## config.mk

```make
export PLATFORM = sky130hd
export DESIGN_NAME = clk_ce_reset_seq_flat
export DESIGN_NICKNAME = d
export VERILOG_FILES = /design/src/rtl/clk_ce_reset_seq_if.sv /design/src/rtl/clk_ce_reset_seq.sv /design/src/flat_wrapper.sv
export SDC_FILE = /design/constraint.sdc
export NUM_CORES = 1
export LEC_CHECK = 0
export CORE_MARGIN = 2
export CORE_UTILIZATION = 50
export CTS_CLUSTER_SIZE = 10
export DETAILED_ROUTE_END_ITERATION = 10
export HOLD_SLACK_MARGIN = 0.12
export MAX_ROUTING_LAYER = met4
export PLACE_DENSITY_LB_ADDON = 0.1
export SLEW_MARGIN = 20
export SYNTH_ARGS = -nofsm -noshare
export SYNTH_HDL_FRONTEND = slang
export SYNTH_SLANG_ARGS = --single-unit
export TNS_END_PERCENT = 20
```

## constraint.sdc

```tcl
create_clock -name clki -period 6.25 [get_ports clki]
set_clock_uncertainty 0.2 [all_clocks]
set_input_delay 1.25 -clock clki [delete_from_list [all_inputs] [get_ports clki]]
set_output_delay 1.25 -clock clki [all_outputs]
set_load 0.05 [all_outputs]
```

## src/rtl/clk_ce_reset_seq_if.sv

```systemverilog
// Lock input and sequenced clock-enable/reset outputs of clk_ce_reset_seq.
// The increment write port exists only when CLKCESEQ_RUNTIME_INC_EN is defined.
interface clk_ce_reset_seq_if #(
  parameter int NCH   = 3,
  parameter int ACC_W = 24
);
  logic             locked_i;
  logic [NCH-1:0]   ce_o;
  logic [NCH-1:0]   rst_n_o;
  logic             ready_o;
  logic             lock_lost_o;
`ifdef CLKCESEQ_RUNTIME_INC_EN
  logic             wr_i;
  logic [1:0]       wr_ch_i;
  logic [ACC_W-1:0] wr_inc_i;

  modport slave  (input  locked_i, wr_i, wr_ch_i, wr_inc_i,
                  output ce_o, rst_n_o, ready_o, lock_lost_o);
  modport master (output locked_i, wr_i, wr_ch_i, wr_inc_i,
                  input  ce_o, rst_n_o, ready_o, lock_lost_o);
`else
  modport slave  (input  locked_i,
                  output ce_o, rst_n_o, ready_o, lock_lost_o);
  modport master (output locked_i,
                  input  ce_o, rst_n_o, ready_o, lock_lost_o);
`endif
endinterface

```

## src/rtl/clk_ce_reset_seq.sv

```systemverilog
// PLL lock filter, ordered per-channel reset release and phase-accumulator clock enables.
// Defining CLKCESEQ_RUNTIME_INC_EN adds writable per-channel increment registers.
module clk_ce_reset_seq #(
  parameter int              NCH       = 3,
  parameter int              ACC_W     = 24,
  parameter longint unsigned CLK_HZ    = 64'd50000000,
  parameter longint unsigned OUT0_HZ   = 64'd5000000,
  parameter longint unsigned OUT1_HZ   = 64'd1000000,
  parameter longint unsigned OUT2_HZ   = 64'd3000000,
  parameter longint unsigned OUT3_HZ   = 64'd25000000,
  parameter int              LOCK_FILT = 16,
  parameter int              RST_GAP   = 4
) (
  input logic               clki,
  input logic               resetn,
  clk_ce_reset_seq_if.slave bus
);

  // state     | meaning
  // WAIT_LOCK | everything held in reset, waiting for synchronised lock
  // STABLE    | counting LOCK_FILT consecutive lock cycles
  // RELEASE   | releasing channel resets one by one, RST_GAP apart
  // RUN       | all channels released, ready_o high
  typedef enum logic [1:0] {WAIT_LOCK, STABLE, RELEASE, RUN} state_t;

  localparam int CNT_MAX = (LOCK_FILT > RST_GAP) ? LOCK_FILT : RST_GAP;
  localparam int CNT_W   = (CNT_MAX > 1) ? $clog2(CNT_MAX) : 1;
  localparam logic [CNT_W-1:0] FILT_LOAD = CNT_W'(LOCK_FILT - 1);
  localparam logic [CNT_W-1:0] GAP_LOAD  = CNT_W'(RST_GAP - 1);

  function automatic longint unsigned out_hz(input int n);
    case (n)
      0:       return OUT0_HZ;
      1:       return OUT1_HZ;
      2:       return OUT2_HZ;
      default: return OUT3_HZ;
    endcase
  endfunction

  // round(out * 2^ACC_W / clk), clamped so a near-clk rate cannot wrap to zero
  function automatic longint unsigned inc_calc(input int n);
    longint unsigned r;
    r = ((out_hz(n) << (ACC_W + 1)) + CLK_HZ) / (CLK_HZ << 1);
    if (r > ((64'd1 << ACC_W) - 64'd1)) r = (64'd1 << ACC_W) - 64'd1;
    return r;
  endfunction

  state_t           state, state_d;
  logic [CNT_W-1:0] cnt, cnt_d;
  logic [1:0]       idx, idx_d;
  logic [NCH-1:0]   rst_q, rst_d;
  logic             ready_q, ready_d, lost_q, lost_d;
  logic             lock_meta, lock_s;
  logic [NCH-1:0]   ce_v;

  always_ff @(posedge clki or negedge resetn) begin
    if (!resetn) begin
      lock_meta <= 1'b0;
      lock_s    <= 1'b0;
    end else begin
      lock_meta <= bus.locked_i;
      lock_s    <= lock_meta;
    end
  end

  always_ff @(posedge clki or negedge resetn) begin
    if (!resetn) begin
      state   <= WAIT_LOCK;
      cnt     <= '0;
      idx     <= '0;
      rst_q   <= '0;
      ready_q <= 1'b0;
      lost_q  <= 1'b0;
    end else begin
      state   <= state_d;
      cnt     <= cnt_d;
      idx     <= idx_d;
      rst_q   <= rst_d;
      ready_q <= ready_d;
      lost_q  <= lost_d;
    end
  end

  always_comb begin
    state_d = state;
    cnt_d   = cnt;
    idx_d   = idx;
    case (state)
      WAIT_LOCK: begin
        idx_d = '0;
        if (lock_s) begin
          state_d = STABLE;
          cnt_d   = FILT_LOAD;
        end
      end
      STABLE: begin
        if (!lock_s) begin
          state_d = WAIT_LOCK;
        end else if (cnt == '0) begin
          state_d = (NCH == 1) ? RUN : RELEASE;
          cnt_d   = GAP_LOAD;
          idx_d   = '0;
        end else begin
          cnt_d = cnt - CNT_W'(1);
        end
      end
      RELEASE: begin
        if (!lock_s) begin
          state_d = WAIT_LOCK;
          idx_d   = '0;
        end else if (cnt == '0) begin
          idx_d = idx + 2'd1;
          cnt_d = GAP_LOAD;
          if (int'(idx) + 1 >= NCH - 1) state_d = RUN;
        end else begin
          cnt_d = cnt - CNT_W'(1);
        end
      end
      default: begin
        if (!lock_s) begin
          state_d = WAIT_LOCK;
          idx_d   = '0;
        end
      end
    endcase
  end

  // Outputs are registered from the next state so resets stay glitch-free
  always_comb begin
    lost_d  = ((state == RELEASE) || (state == RUN)) && !lock_s;
    ready_d = (state_d == RUN);
    rst_d   = '0;
    for (int i = 0; i < NCH; i++)
      rst_d[i] = (state_d == RUN) || ((state_d == RELEASE) && (int'(idx_d) >= i));
  end

  for (genvar n = 0; n < NCH; n++) begin : g_ch
    if (out_hz(n) >= CLK_HZ) begin : g_byp
      logic ce_q;
      always_ff @(posedge clki or negedge resetn) begin
        if (!resetn) ce_q <= 1'b0;
        else         ce_q <= rst_d[n];
      end
      assign ce_v[n] = ce_q;
    end else begin : g_acc
      localparam logic [ACC_W-1:0] INC = ACC_W'(inc_calc(n));
      logic [ACC_W-1:0] acc, inc;
      logic [ACC_W:0]   sum;
      logic             ce_q, wr_hit;
`ifdef CLKCESEQ_RUNTIME_INC_EN
      assign wr_hit = bus.wr_i && (bus.wr_ch_i == 2'(n));
      always_ff @(posedge clki or negedge resetn) begin
        if (!resetn)     inc <= INC;
        else if (wr_hit) inc <= bus.wr_inc_i;
      end
`else
      assign wr_hit = 1'b0;
      assign inc    = INC;
`endif
      assign sum = {1'b0, acc} + {1'b0, inc};
      // Accumulate only once the channel has been out of reset for a full cycle
      always_ff @(posedge clki or negedge resetn) begin
        if (!resetn) begin
          acc  <= '0;
          ce_q <= 1'b0;
        end else if (wr_hit || !(rst_q[n] && rst_d[n])) begin
          acc  <= '0;
          ce_q <= 1'b0;
        end else begin
          acc  <= sum[ACC_W-1:0];
          ce_q <= sum[ACC_W];
        end
      end
      assign ce_v[n] = ce_q;
    end
  end

  assign bus.ce_o        = ce_v;
  assign bus.rst_n_o     = rst_q;
  assign bus.ready_o     = ready_q;
  assign bus.lock_lost_o = lost_q;

endmodule

```

## src/flat_wrapper.sv

```systemverilog
// flat-port wrapper written by rule: the top's interface ports become plain ports
module clk_ce_reset_seq_flat 
#(
  parameter int              NCH       = 3,
  parameter int              ACC_W     = 24,
  parameter longint unsigned CLK_HZ    = 64'd50000000,
  parameter longint unsigned OUT0_HZ   = 64'd5000000,
  parameter longint unsigned OUT1_HZ   = 64'd1000000,
  parameter longint unsigned OUT2_HZ   = 64'd3000000,
  parameter longint unsigned OUT3_HZ   = 64'd25000000,
  parameter int              LOCK_FILT = 16,
  parameter int              RST_GAP   = 4
)
  (clki, resetn, bus_locked_i, bus_ce_o, bus_rst_n_o, bus_ready_o, bus_lock_lost_o);
  clk_ce_reset_seq_if #(.NCH(NCH), .ACC_W(ACC_W)) bus_i ();
  input logic clki;
  input logic resetn;
  input wire logic [$bits(bus_i.locked_i)-1:0] bus_locked_i;
  output wire logic [$bits(bus_i.ce_o)-1:0] bus_ce_o;
  output wire logic [$bits(bus_i.rst_n_o)-1:0] bus_rst_n_o;
  output wire logic [$bits(bus_i.ready_o)-1:0] bus_ready_o;
  output wire logic [$bits(bus_i.lock_lost_o)-1:0] bus_lock_lost_o;
  assign bus_i.locked_i = bus_locked_i;
  assign bus_ce_o = bus_i.ce_o;
  assign bus_rst_n_o = bus_i.rst_n_o;
  assign bus_ready_o = bus_i.ready_o;
  assign bus_lock_lost_o = bus_i.lock_lost_o;
  clk_ce_reset_seq #(.NCH(NCH), .ACC_W(ACC_W), .CLK_HZ(CLK_HZ), .OUT0_HZ(OUT0_HZ), .OUT1_HZ(OUT1_HZ), .OUT2_HZ(OUT2_HZ), .OUT3_HZ(OUT3_HZ), .LOCK_FILT(LOCK_FILT), .RST_GAP(RST_GAP)) u_core (.clki(clki), .resetn(resetn), .bus(bus_i));
endmodule
```

# [Word-level counts from Yosys, hierarchy flattened]
# Cells that the tools add are included.
[word_totals] regBits=90 out_inout_bits=8 mem_bits_ro=0 memories=0 latchBits=0 in_bits=3 ram_bits=0 wordCells=70
[classes] n_lt_le_gt_ge=3 shifts=0 mux=24 n_div=0 eq_ne=7 addsub=6 mul=0 reduce_logical=16 bitwise=0
[op_table] cell="$mux 24" count=3
[op_table] cell="$ge 32x3->1 const B" count=1
[op_table] cell="$add 24x19->25 const B" count=1
[op_table] cell="$add 24x20->25 const B" count=1
[op_table] cell="$add 24x21->25 const B" count=1
[op_table] cell="$mux 2" count=12
[op_table] cell="$mux 4" count=3
[op_table] cell="$pmux 2 s3" count=2
[op_table] cell="$eq 2x2->1 const B" count=4
[op_table] cell="$pmux 4 s2" count=1
[op_table] cell="$logic_and 1x1->1" count=6
[op_table] cell="$logic_not 4->1" count=1
[op_table] cell="$logic_or 1x1->1" count=4
[op_table] cell="$ne 2x1->1 const B" count=2
[op_table] cell="$sub 4x1->4 const B" count=1
[op_table] cell="$add 2x1->3 const B" count=1
[op_table] cell="$mux 1" count=3
[op_table] cell="$reduce_and 3->1" count=1
[op_table] cell="$add 2x1->2 const B" count=1
[op_table] cell="$eq 2x1->1 const B" count=1
[op_table] cell="$ge 2x1->1 const B" count=1
[op_table] cell="$ge 2x2->1 const B" count=1
[op_table] cell="$logic_not 2->1" count=1
[op_table] cell="$reduce_bool 2->1" count=1
[op_table] cell="other kinds (2)" count=2

# [Logic depth before layout (Yosys ltp)]
# Gate-level depths: netlist (run 1).
[depth] ltp_word=11 depth_mapped=11

# [Worst setup path before layout (run 1)]
# OpenSTA, ideal clock, no wires.
[synth_path] path_kind="flip-flop to flip-flop" from="register u_core.cnt[0]" to="register u_core.g_ch[1].g_acc.acc[12]" required_time_ps=5918 stages_incl_launch_ff=12 path_buffers=1 arrival_time_ps=2068 path_slack_ps=3849 path_cell_list="dfrtp_1 inv_1 ha_1 nor3b_2 inv_2 ha_1 nand2b_1 a21oi_1 nand3b_1 o311ai_4 buf_6 a21oi_1"
[synth_via] elab_chain_len=9 elab_cells_between_ends=18 cone_classes="order compare: 1; eq/ne: 2; mux: 11; reduce/logical: 4"
[synth_lines] element="start, declared" line="clk_ce_reset_seq.sv:49" rtl="logic [CNT_W-1:0] cnt, cnt_d;"
[synth_lines] element="start signal, assigned" line="clk_ce_reset_seq.sv:76" rtl="cnt <= cnt_d;"
[synth_lines] element="$logic_not 4->1 *" line="clk_ce_reset_seq.sv:99, clk_ce_reset_seq.sv:111"
[synth_lines] element="$mux 2, on equally long branches" line="clk_ce_reset_seq.sv:111, clk_ce_reset_seq.sv:99"
[synth_lines] element="$mux 2, on equally long branches" line="clk_ce_reset_seq.sv:108, clk_ce_reset_seq.sv:97"
[synth_lines] element="$pmux 2 s3" line="clk_ce_reset_seq.sv:88" rtl="case (state)"
[synth_lines] element="$ge 2x1->1 / $eq 2x2->1 (equally long branches)" line="clk_ce_reset_seq.sv:134" rtl="rst_d[i] = (state_d == RUN) || ((state_d == RELEASE) && (int'(idx_d) >= i));"
[synth_lines] element="$logic_and 1x1->1" line="clk_ce_reset_seq.sv:134"
[synth_lines] element="$logic_or 1x1->1 *" line="clk_ce_reset_seq.sv:134"
[synth_lines] element="$logic_and 1x1->1 *" line="clk_ce_reset_seq.sv:166" rtl="end else if (wr_hit || !(rst_q[n] && rst_d[n])) begin"
[synth_lines] element="$mux 24 *" line="clk_ce_reset_seq.sv:166"
[synth_lines] element="end signal, assigned" line="clk_ce_reset_seq.sv:170" rtl="acc <= sum[ACC_W-1:0];"
[synth_lines] element="end, declared" line="clk_ce_reset_seq.sv:147" rtl="logic [ACC_W-1:0] acc, inc;"
# Every way passes the cells marked *; elsewhere a longest branch is shown, timed or not.
# A chain may end at the register's enable or synchronous reset.

# [Final worst setup path (run 1)]
[layout_path] from="register u_core.rst_q[2] (netlist: u_core.bus.rst_n_o[2])" to="output bus_rst_n_o[2]"
[layout_lines] element="start, declared" line="clk_ce_reset_seq.sv:51" rtl="logic [NCH-1:0] rst_q, rst_d;"
[layout_lines] element="start signal, assigned" line="clk_ce_reset_seq.sv:78" rtl="rst_q <= rst_d;"
[layout_lines] element="end, declared" line="flat_wrapper.sv:20" rtl="output wire logic [$bits(bus_i.rst_n_o)-1:0] bus_rst_n_o;"
# No word-level cell between the ends.

==> results of run 1 <==
==> worst paths after layout <==
check | start | end | slack [ns] | cells after the start
hold reg to reg | u_core.lock_meta | u_core.lock_s | 0.17 | 0
setup reg to reg | u_core.cnt[0] | u_core.g_ch[1].g_acc.acc[6] | 3.28 | 10
min in group asynchronous | resetn | u_core.g_ch[0].g_acc.acc[16] | 0.65 | 1
hold / removal | u_core.lock_meta | u_core.lock_s | 0.17 | 0
setup / recovery | u_core.bus.rst_n_o[2] | bus_rst_n_o[2] | 3.22 | 1
max in group asynchronous | resetn | u_core.bus.lock_lost_o | 4.22 | 2
==> layer usage <==
metal  share of wire (%)  vias to the layer above  wire (µm)
li1                    -                     1480          -
met1                  50                     1416       3585
met2                  47                       22       3388
met3                 2.4                        7        174
met4                 1.1                        0         76
met5                   0                        -          0
==> cell type report <==
| class | count | area (µm²) | area share, % |
|---|---|---|---|
| Clock buffer | 11 | 141.4 | 3.049 |
| Clock inverter | 5 | 58.81 | 1.268 |
| Multi-Input combinational cell | 304 | 1981 | 42.71 |
| Timing Repair Buffer | 11 | 105.1 | 2.267 |
| Sequential cell | 86 | 2152 | 46.41 |
| Inverter | 18 | 67.56 | 1.457 |
| Tap cell | 105 | 131.4 | 2.833 |
==> power breakdown <==
part           switching (mW)  total (mW)  internal [mW]
logic                  0.0744       0.115         0.0405
registers              0.0130       0.581          0.568
clock network           0.198       0.394          0.196
==> flip-flops by register name (all words and copies together) (netlist names) <==
register / cells
u_core.state: 2
u_core.bus.rst_n_o: 3
u_core.lock_s: 1
u_core.g_ch.g_acc.acc: 68
u_core.g_ch.g_acc.ce_q: 3
u_core.bus.lock_lost_o: 1
u_core.bus.ready_o: 1
u_core.idx: 2
u_core.cnt: 4
u_core.lock_meta: 1
==> through the flow <==
step | hold WS (ns) | setup slack (ns) | instances | util (%) | cell area, µm²
6_report | 0.1654 | 3.224 | 540 | 56.15 | 4637
5_1_grt | 0.1795 | 3.075 | 540 | 56.15 | 4637
4_1_cts | 0.1688 | 3.205 | 540 | 56.15 | 4637
3_5_place_dp | 0.1465 | 3.263 | 524 | 53.73 | 4437
3_3_place_gp | 0.1333 | 3.336 | 524 | 53.73 | 4437
2_1_floorplan | 0.1312 | 3.849 | 419 | - | 4292
==> logic make-up after synthesis <==
group	count (synthesis)	share of synthesized area, %
AO/OA/AOI/OAI	87	15.92
XOR/XNOR	44	8.980
adder cells (fa/ha/maj)	11	3.207
buffers and inverters	29	3.702
flip-flops	86	50.15
AND/OR/NAND/NOR	162	18.05
==> cell usage in the layout (no fill, tap or decap), drive strengths merged, types with 9 or more instances in the layout <==
master,count
a21oi,24
ha,11
nand2,24
a211oi,9
dfrtp,86
xnor2,24
nor2,72
o21ai,12
inv,18
nor3,9
clkbuf,11
xor2,20
clkdlybuf4s50,9
==> flow_summary.yaml, run 1 <==
outcome:
  status: "completed"
worst_setup_path:
  cp_slowest_cell: "clkdlybuf4s50_1"
  cp.arrival_ns: 1.58
  worstSetupPathType: "reg2out"
  path_max_fanout: 2
  start_kind: "flip-flop"
  worst_setup_path_end_kind: "primary output"
  crit_required_ns: 4.80
  cpLargestDelayFamily: "buffers and inverters"
  cpPeakStageDelay_ns: 0.82
  crit_chain: "clkdlybuf4s50_1"
  path_buf_inv: 1
cts:
  insertion_delay_ns: 0.35
  cts.clk_slew.worst_paths_ns: 0.08
  cts_hold_buffers: 0
  cts_tree: "done"
  cts_setup_buffers: 0
  cts_sinks: 86
  cts_buffers: 9
  clock-root-buffer: "clkbuf_8"
  ctsResizeCount: 0
  cts_max_path_buffers: 2
  ctsHtreeMaxLevel: 3
synth:
  synth-warning-count: 0
  syn_inst: 419
  synth_ff_type: "dfrtp_1"
  seq_area_frac_synth_pct: 50.15
  synth_cell_types: 55
  yosysMostFrequentCell: "dfrtp_1"
  avgSynthCellArea_um2: 10.24
  synthesis.area_mm2: 0.004292
  synth_nets: 433
  synth_top_area_cell: "dfrtp_1"
  synth_top_area_share_pct: 50.15
  synth_edf_count: 0
  synthArstFlopShare_pct: 100.0
  synth.top_cells.by_count: "dfrtp_1 (86), nor2_1 (72), a21oi_1 (24), xnor2_1 (24), nand2_1 (23)"
  synth_area_leaders: "dfrtp_1 (50%), nor2_1 (6.3%), xnor2_1 (4.9%), xor2_1 (4.1%), ha_1 (3.2%)"
  ys_ff_latch: 86
sta:
  tightestPinTransition_ns: 1.005
  maxSlewViolCount: 0
  fin_crit_sh_pct: 48.42
  max_clock_freq_mhz: 330.4
  fin_crit_ns: 3.026
  rsz0062_at_grt: "false"
  tns_ns: 0
  relSlewSlack_pct: 32.84
  setup_viol: 0
  hold_violations: 0
drt:
  wl_per_cell_um: 13.38
  num_vias: 2925
  via_per_inst: 5.417
  antenna_left: 0
  remaining_drc_errors: 0
  wirelength_um: 7223
  dr.pass1.iters: 4
  drtIter0Drc: 100
finish:
  nFillCells: 712
  num-nets-final: 444
  drive_gt1_share_pct: 7.816
  area_growth_pct: 8.047
  num_antenna_cells: 0
global_route:
  grt.met2_usage_pct: 26.87
  grt_max_degree: 50
  first_global_vias: 2949
  grt_util_all_layers_pct: 16.83
  use_met3_pct: 2.818
  grt_pass1_wl_um: 12850
  met1_usage_pct: 21.74
  antenna_found_initial: 0
  grt_most_used_layer: "met2"
  grt_overflow_total: 0
place:
  place_congestion: 0.8595
  io_buffers: 10
  dpl.hpwl_um: 4889
floorplanning:
  pin_count: 11
  core_mm2: 0.008258
  die_x_um: 96.65
  rows: 33
  initial_core_util_pct: 51.97
  die_area_mm2: 0.009340
  die_y_um: 96.65
worst_hold_path:
  hold_class: "reg2reg"
power_and_ir_drop:
  power_mw: 1.089
  ir_drop_uv: 116.9
  leakagePower_nw: 2.032
  powerDensity_mw_per_mm2: 234.9
flow_run:
  maxCapViolations: 0
No activity file was read; power rests on OpenSTA's default activity.
==> run 2, diff against run 1 <==
==> constraint.sdc (replaced) <==
create_clock -name clki -period 2.7 [get_ports clki]
set_clock_uncertainty 0.2 [all_clocks]
set_input_delay 0.54 -clock clki [delete_from_list [all_inputs] [get_ports clki]]
set_output_delay 0.54 -clock clki [all_outputs]
set_load 0.05 [all_outputs]
==> run 2 against run 1 <==
- via count rose by 3.0%
- global-route usage rose by 1.0 points
- non-clock buffer count rose by 10
- wire length rose by 7.4%
- worst hold slack got worse by 0.011 ns
- die area did not move
- largest power group unchanged
==> flow_summary.yaml, run 2 (synthesis results as in run 1) <==
cts:
  cts_setup_buffers: 0
  ctsHtreeMaxLevel: 3
  clock-root-buffer: "clkbuf_8"
  cts.clk_slew.worst_paths_ns: 0.09
  cts_tree: "done"
  cts_sinks: 86
  cts_buffers: 9
  cts_max_path_buffers: 2
  insertion_delay_ns: 0.35
drt:
  drtIter0Drc: 76
  num_vias: 3012
  dr.pass1.iters: 6
  antenna_left: 0
  wl_per_cell_um: 14.08
  via_per_inst: 5.466
  wirelength_um: 7760
  remaining_drc_errors: 0
worst_hold_path:
  hold_class: "reg2reg"
place:
  dpl.hpwl_um: 5038
  io_buffers: 10
  pre_cts_ws_ns: -0.04828
  post_dp_cell_area_mm2: 0.004542
  place_congestion: 0.8029
power_and_ir_drop:
  ir_drop_uv: 259.4
  pwr-share-clk_pct: 34.8
  leakagePower_nw: 2.096
  p_int_mw: 1.864
  p_sw_share_pct: 27.38
  switching_power_mw: 0.7027
  powerDensity_mw_per_mm2: 535.3
  power_mw: 2.567
  pwr-share-comb_pct: 12.8
  p_seq_share_pct: 52.4
sta:
  hold_violations: 0
  tightestPinTransition_ns: 0.5784
  setup_slack_ns: 0.1228
  relSlewSlack_pct: 60.45
  setup_viol: 0
  tns_ns: 0
  max_clock_freq_mhz: 388.0
  maxSlewViolCount: 0
  fin_crit_ns: 2.577
  fin_crit_sh_pct: 95.45
floorplanning:
  die_y_um: 96.65
  die_area_mm2: 0.009340
  rows: 33
  die_x_um: 96.65
  core_mm2: 0.008258
  pin_count: 11
  initial_core_util_pct: 51.97
finish:
  layout_common_cells: "dfrtp_1 (86), nor2_1 (72), xnor2_1 (24)"
  seqCellArea_mm2: 0.002152
  nFillCells: 711
  num_antenna_cells: 0
  drive_gt1_share_pct: 10.76
  area_growth_pct: 11.75
  num-nets-final: 455
  largest_register_ffs: 68
  utilization_pct: 58.08
  multiInputGateArea_mm2: 0.002033
  regMostFlops: "u_core.g_ch.g_acc.acc"
  layout.cells.most_common: "dfrtp_1"
  reg_top3: "u_core.g_ch.g_acc.acc (68), u_core.cnt (4)"
  layout.cell_area.non_filler_mm2: 0.004796
worst_setup_path:
  crit_chain: "ha_1, buf_4, or4b_1, o211ai_1, nand2_2, nand2_1, buf_12, a211oi_1"
  worstSetupPathType: "reg2reg"
  crit_required_ns: 2.72
  worst_setup_path_end_kind: "flip-flop"
  cpPeakStageDelay_ns: 0.50
  start_kind: "flip-flop"
  cp_slowest_cell: "or4b_1"
  path_max_fanout: 23
  cp.arrival_ns: 2.59
flow_run:
  maxCapViolations: 0
global_route:
  grt_max_degree: 59
  grt_pass1_wl_um: 13570
  antenna_found_initial: 0
  first_global_vias: 3039
  grt_overflow_total: 0
  grt_util_all_layers_pct: 17.88
outcome:
  status: "completed"
==> run 2: cell type report <==
class	count	share of cell area, %
clock inverter	5	1.252
tap	105	2.739
timing repair buffer	21	4.592
inverter	18	1.409
clock buffer	11	2.739
sequential	86	44.87
multi-input combinational	305	42.39
==> run 2: per-stage QoR <==
| stage | hold slack, ns | instances |
|---|---|---|
| 4_1_cts | 0.1534 | 550 |
| 5_1_grt | 0.1764 | 551 |
| 3_3_place_gp | 0.1336 | 533 |
| 6_report | 0.1539 | 551 |
| 2_1_floorplan | 0.04441 | 419 |
| 3_5_place_dp | 0.1427 | 533 |
==> run 2: critical path: cells and delay by family (launching register included) <==
| family | cells | cell delay, ns |
|---|---|---|
| AOI/OAI and AO/OA | 2 | 0.24 |
| and+or+nand+nor | 3 | 0.93 |
| buffers and inverters | 2 | 0.35 |
| adders and majority gates | 1 | 0.28 |
| DFF | 1 | 0.43 |
==> run 2: routing by layer <==
layer	vias up	track usage, %	part of all wire [%]
met3	11	3.035	1.8
li1	1511	-	-
met1	1461	22.55	48
met4	0	6.609	1.6
met5	-	-	0
met2	29	29.17	48
==> run 2: power groups by stage <==
stage                     Clock, mW  Combinational [mW]  Sequential [mW]
final                         0.894               0.327             1.35
after floorplan                   0               0.204             1.36
after CTS                     0.915               0.310             1.35
after detailed placement          0               0.301             1.37
after global placement            0               0.301             1.36
after global routing          0.974               0.368             1.35
==> run 2: path summary, 6_finish.rpt <==
path | startpoint | end | slack, ns | cells after the start
setup / recovery | u_core.state[0] | u_core.g_ch[0].g_acc.ce_q | 0.12 | 8
hold / removal | u_core.lock_meta | u_core.lock_s | 0.15 | 0
setup reg to reg | u_core.state[0] | u_core.g_ch[0].g_acc.ce_q | 0.12 | 8
hold reg to reg | u_core.lock_meta | u_core.lock_s | 0.15 | 0
max in group asynchronous | resetn | u_core.lock_meta | 1.20 | 3
min in group asynchronous | resetn | u_core.g_ch[0].g_acc.acc[16] | 0.44 | 2
==> run 2: timing repair <==
item | CTS | global route
endpoints found under the hold margin | 28 | 0
gates resized for setup | 2 | 6
hold buffers | 1 | 0
endpoints found under the setup margin | 5 | 47
pin swaps | 1 | 1
cloned | 0 | 1
